## src/rtl/reach_search_ctrl.sv

```systemverilog
// reach_search_ctrl: sequencer for a random-stimulus reachability search on a small
// FSM DUT. It loads the DUT to its initial state, drives the DUT's 1-bit input from a
// 16-bit Galois LFSR, and compares the DUT state with TARGET every cycle. The search
// ends as reached when the state matches, or as timeout when the cycle budget runs out.
//
// Optional feature: define STIM_TRACE_EN to keep the last 32 stimulus bits in a shift
// register. When STIM_TRACE_EN is not defined, stim_trace is tied to zero.
//
// Ports:
//   clock      in   1        single clock; all state changes on posedge
//   reset      in   1        synchronous, active-high
//   start      in   1        begin a search; only sampled in IDLE
//   dut_state  in   STATE_W  current DUT state (same clock domain, not registered)
//   dut_init   out  1        DUT loads an all-zero state on the next posedge
//   stim       out  1        DUT stimulus input; comes from the FSM state and the LFSR
//   busy       out  1        high in INIT and RUN
//   done       out  1        one-cycle pulse when the search ends
//   reached    out  1        sticky: the search ended on dut_state == TARGET
//   timeout    out  1        sticky: the search ended because the budget ran out
//   cycles     out  CNT_W    number of stimulus cycles applied; held after done
//   stim_trace out  32       last 32 stim bits, newest in bit 0 (zero without the trace)
module reach_search_ctrl #(
  parameter int unsigned          STATE_W    = 2,
  parameter logic [STATE_W-1:0]   TARGET     = STATE_W'(2'b11),
  parameter int unsigned          MAX_CYCLES = 100000,
  parameter int unsigned          CNT_W      = 17,
  parameter logic [15:0]          LFSR_SEED  = 16'hACE1
) (
  input  logic               clock,
  input  logic               reset,
  input  logic               start,
  input  logic [STATE_W-1:0] dut_state,
  output logic               dut_init,
  output logic               stim,
  output logic               busy,
  output logic               done,
  output logic               reached,
  output logic               timeout,
  output logic [CNT_W-1:0]   cycles,
  output logic [31:0]        stim_trace
);

  localparam logic [15:0]      LFSR_MASK = 16'hB400;
  // A zero seed would lock the LFSR at zero, so it is replaced by 1.
  localparam logic [15:0]      SEED_EFF  = (LFSR_SEED == 16'h0000) ? 16'h0001 : LFSR_SEED;
  localparam logic [CNT_W-1:0] CNT_MAX   = CNT_W'(MAX_CYCLES);

  typedef enum logic [1:0] {
    S_IDLE = 2'd0,
    S_INIT = 2'd1,
    S_RUN  = 2'd2,
    S_DONE = 2'd3
  } state_t;

  state_t      state_q, state_d;
  logic [15:0] lfsr_q;
  logic [15:0] lfsr_next;
  logic        step;      // stimulus applied this cycle
  logic        hit;       // target seen this cycle
  logic        expire;    // budget exhausted this cycle
  logic        clear;     // new search accepted this cycle

  assign lfsr_next = {1'b0, lfsr_q[15:1]} ^ (lfsr_q[0] ? LFSR_MASK : 16'h0000);
  assign clear     = (state_q == S_IDLE) && start;

  // Next-state logic and the stimulus/event strobes. Target is checked before budget.
  always_comb begin
    state_d = state_q;
    stim    = 1'b0;
    step    = 1'b0;
    hit     = 1'b0;
    expire  = 1'b0;
    case (state_q)
      S_IDLE: if (start) state_d = S_INIT;
      S_INIT: state_d = S_RUN;
      S_RUN: begin
        if (dut_state == TARGET) begin
          hit     = 1'b1;
          state_d = S_DONE;
        end else if (cycles == CNT_MAX) begin
          expire  = 1'b1;
          state_d = S_DONE;
        end else begin
          step = 1'b1;
          stim = lfsr_q[0];
        end
      end
      S_DONE:  state_d = S_IDLE;
      default: state_d = S_IDLE;
    endcase
  end

  // State register, registered status outputs, LFSR and cycle counter.
  always_ff @(posedge clock) begin
    if (reset) begin
      state_q  <= S_IDLE;
      dut_init <= 1'b0;
      busy     <= 1'b0;
      done     <= 1'b0;
      reached  <= 1'b0;
      timeout  <= 1'b0;
      cycles   <= '0;
      lfsr_q   <= SEED_EFF;
    end else begin
      state_q  <= state_d;
      dut_init <= (state_d == S_INIT);
      busy     <= (state_d == S_INIT) || (state_d == S_RUN);
      done     <= (state_d == S_DONE);
      if (clear) begin
        reached <= 1'b0;
        timeout <= 1'b0;
        cycles  <= '0;
      end
      if (state_q == S_INIT) lfsr_q <= SEED_EFF;
      if (hit)    reached <= 1'b1;
      if (expire) timeout <= 1'b1;
      if (step) begin
        lfsr_q <= lfsr_next;
        cycles <= cycles + CNT_W'(1);
      end
    end
  end

`ifdef STIM_TRACE_EN
  logic [31:0] trace_q;

  // Shift history of applied stimulus bits, newest in bit 0.
  always_ff @(posedge clock) begin
    if (reset) begin
      trace_q <= '0;
    end else if (clear) begin
      trace_q <= '0;
    end else if (step) begin
      trace_q <= {trace_q[30:0], stim};
    end
  end

  assign stim_trace = trace_q;
`else
  assign stim_trace = 32'h0;
`endif

endmodule

```

## config.mk

```make
export PLATFORM = sky130hd
export DESIGN_NAME = reach_search_ctrl
export DESIGN_NICKNAME = d
export VERILOG_FILES = /design/src/rtl/reach_search_ctrl.sv
export SDC_FILE = /design/constraint.sdc
export NUM_CORES = 1
export LEC_CHECK = 0
export BUFFER_PORTS_ARGS = -buffer_cell sky130_fd_sc_hd__buf_2
export CELL_PAD_IN_SITES_DETAIL_PLACEMENT = 1
export CELL_PAD_IN_SITES_GLOBAL_PLACEMENT = 1
export CORE_UTILIZATION = 40
export DETAILED_ROUTE_END_ITERATION = 8
export PLACE_DENSITY = 0.87
export SYNTH_ARGS = -nofsm -noshare
export SYNTH_HDL_FRONTEND = slang
export SYNTH_SLANG_ARGS = --single-unit
```

## constraint.sdc

```tcl
create_clock -name clock -period 2.1 [get_ports clock]
set_input_delay 0 -clock clock [delete_from_list [all_inputs] [get_ports clock]]
set_output_delay 0 -clock clock [all_outputs]
set_load 0.01 [all_outputs]
```

==> impl_metrics.env <==
export IMPL_die_height_um=82.8
export IMPL_combinational_family_with_the_most_area_after_synthesis="simple AND/OR/NAND/NOR gates"
export IMPL_finalHoldViolations=0
export IMPL_worst_endpoint_required_ns=2.30
export IMPL_groute_usage_overall_pct=23.0
export IMPL_synthArstFlopShare_pct=0
export IMPL_count_of_flip_flops_with_a_built_in_enable_after_synthesis=0
export IMPL_max_slew_worst_pin_slew_ns=0.601
export IMPL_slowest_delay_ns=0.53
export IMPL_cts_reportedPaths_clkPinSlew_ns=0.08
export IMPL_cts_root_buf="clkbuf_8"
export IMPL_via_count=2579
export IMPL_area_growth_pct=12.4
export IMPL_global_route_overflow_total=0
export IMPL_grt_first_pass_wirelength_mm=11.9
export IMPL_layout_min_cycle_time_ns=2.00
export IMPL_h_tree_depth=2
export IMPL_setup_tns_ns=0
export IMPL_slew_viol_final=0
export IMPL_vias_in_the_first_global_route=2356
export IMPL_fraction_of_the_mapped_netlist_area_in_compound_gates_pct=17.8
export IMPL_synth_cell_area_um2=2610
export IMPL_i_o_pin_count=60
export IMPL_maximum_number_of_pins_on_one_net_before_global_route_repair=41
export IMPL_place_port_buffers=27
export IMPL_mean_routed_wirelength_per_cell_um=17.4
export IMPL_slowest_stage="or4_1"
export IMPL_core_area_um2=6310
export IMPL_worst_skew_pair_late_latency_ns=0.29
export IMPL_firstDrtPassIters=4
export IMPL_drtIter0Drc=198
export IMPL_max_slew_margin_rel_pct=60.0
export IMPL_seq_area_frac_synth_pct=30.7
export IMPL_row_count=29
export IMPL_cts_sink_count=40
export IMPL_drt_via_density=5.94
export IMPL_final_layout_size_suffix_gt1_share_pct=19.6
export IMPL_synth_yosys_warnings=0
export IMPL_post_synth_xor_area_fraction_pct=1.34
export IMPL_synth_cell_types=48
export IMPL_leakage_uw=0.00120
export IMPL_setup_violations_final=0
export IMPL_synth_seq_cells=40
export IMPL_place_detailed_hpwl_mm=5.04
export IMPL_cts_tree="done"
export IMPL_power_density_nw_per_um2=762
export IMPL_layout_worst_path_cycle_share_pct=95.1
export IMPL_hp_start="start"
export IMPL_antenna_violating_nets_post_route=0
export IMPL_synth_fa_ha_area_share_pct=3.84
export IMPL_layout_cells_most_common="dfxtp_1"
export IMPL_finalClockSkew_ns=0.00731
export IMPL_syn_inst=318
export IMPL_final_weighted_congestion_in_routability_driven_placement=0.890
export IMPL_timing_fmax_ghz=0.501
export IMPL_worst_setup_path_type="register to register"
export IMPL_wirelength_mm=7.53
export IMPL_chipWidth_um=82.8
export IMPL_most_used_cells_in_the_layout_excluding_fill_and_tap_cells="dfxtp_1 (40), conb_1 (32), buf_4 (28)"
export IMPL_starting_utilization_of_the_core_area_pct=41.3
export IMPL_worstSetupStartpointType="register"
export IMPL_end_kind="register"
export IMPL_rsz0062_at_grt="no"
export IMPL_crit_start="cycles[0]"
export IMPL_critical_path_peak_fanout=6
export IMPL_critical_path_cell_list="inv_1, ha_1, and4bb_2, and4_4, buf_4, or4_1, o211ai_1"
export IMPL_timing_rr_start="cycles[0]"
export IMPL_max_cap_violations=0
export IMPL_cts_resized=0
export IMPL_fin_nets=369
export IMPL_worstPathArrival_ns=2.19
export IMPL_cts_buf_count=5
export IMPL_synth_flop_cell="dfxtp_1"
export IMPL_post_synth_and_or_nand_nor_area_fraction_pct=30.6
export IMPL_grt_antenna_before_repair=0
export IMPL_avgSynthCellArea_um2=8.21
export IMPL_die_area_um2=6850
export IMPL_muxShareOfSynthArea_pct=0
export IMPL_antenna_cells_inserted=0
export IMPL_worst_ir_drop_vdd_mv=0.420
export IMPL_worst_hold_path_type="primary input to register"
export IMPL_drc=0
export IMPL_holdWs_ns=0.0958
export IMPL_cts_path_max_buffers=2
export IMPL_result_of_the_run="finished clean"
==> registers in the layout, summed over array words and instances, names as in the netlist <==
| signal | cells |
|---|---|
| reached | 1 |
| busy | 1 |
| dut_init | 1 |
| timeout | 1 |
| done | 1 |
| cycles | 17 |
| lfsr_q | 16 |
| state_q | 2 |
==> where the power goes <==
group	internal, µW	total, µW	switching (µW)
Sequential	853	911	57.9
Clock	353	623	270
Combinational	243	701	458
==> kinds of logic (layout without fill, tap and decap cells) <==
group | count (synthesis) | in the layout
AO/OA/AOI/OAI | 72 | 72
XOR/XNOR | 4 | 4
adder cells (fa/ha/maj) | 8 | 8
buffers and inverters | 65 | 73
flip-flops | 40 | 40
other | 1 | 32
AND/OR/NAND/NOR | 128 | 128
==> final cells by class <==
class	count	area, µm²
fill	802	3380
tap	77	96.3
timing repair buffer	58	385
clock inverter	2	35.0
multi-input combinational	244	1520
sequential	40	801
inverter	7	26.3
clock buffer	6	72.6
==> synthesized netlist by cell type, drive strengths merged, types with 2 or more instances <==
| master | number | share of area [%] |
|---|---|---|
| a211oi | 9 | 2.6 |
| a21oi | 11 | 2.1 |
| a31oi | 2 | 0.48 |
| a41oi | 2 | 0.67 |
| and2 | 4 | 0.96 |
| and3 | 4 | 0.96 |
| and4 | 6 | 2.2 |
| and4b | 2 | 0.77 |
| buf | 46 | 13 |
| clkbuf | 12 | 1.7 |
| dfxtp | 40 | 31 |
| ha | 8 | 3.8 |
| inv | 6 | 0.86 |
| nand2 | 12 | 1.7 |
| nand2b | 6 | 1.4 |
| nand3 | 18 | 3.5 |
| nand4 | 18 | 4.6 |
| nor2 | 11 | 1.6 |
| nor2b | 16 | 3.8 |
| nor3 | 12 | 2.3 |
| nor4 | 7 | 2.3 |
| nor4b | 4 | 1.9 |
| o2111ai | 5 | 1.7 |
| o211ai | 12 | 3.5 |
| o21ai | 25 | 4.9 |
| o31ai | 2 | 0.58 |
| or4 | 3 | 0.86 |
| or4b | 2 | 0.77 |
| xor2 | 3 | 1.0 |
==> worst max-delay path, delay by kind of cell, from the launching register on <==
| family | cells | cell delay, ns |
|---|---|---|
| and+or+nand+nor | 3 | 0.99 |
| DFF | 1 | 0.33 |
| adders and majority gates | 1 | 0.22 |
| buffers and inverters | 2 | 0.22 |
| AOI/OAI and AO/OA | 1 | 0.14 |
==> path summary, 6_finish.rpt <==
kind              slack [ns]          to  cells past startpoint
setup / recovery        0.10  cycles[11]                      7
hold / removal           0.1  state_q[0]                      3
setup reg to reg        0.10  cycles[11]                      7
hold reg to reg         0.47  lfsr_q[14]                      2
==> stage by stage <==
stage          area [µm²]  worst slack (ns)  util [%]  instances  power (µW)
2_1_floorplan        2730             0.123         -        349        1430
3_3_place_gp         2780             0.201      44.1        421        1580
3_5_place_dp         2780             0.124      44.1        421        1600
4_1_cts              2910            0.0990      46.1        431        2240
5_1_grt              2930            0.0138      46.5        434        2390
6_report             2930             0.103      46.5        434        2230
==> metal layers <==
metal	share of wire, %	vias up	routed length [µm]	track usage, %
met1	43	1270	3210	29.2
met2	49	104	3720	38.7
met3	5.5	18	412	4.26
met4	2.5	0	186	8.28
met5	0	-	0	0
li1	-	1187	-	-
==> repair_timing <==
item	in CTS	in global routing
setup buffers	0	3
hold endpoints to repair	1	0
hold buffers	2	0
endpoints found under the setup margin	0	1
Power figures use the tool's default switching activity.
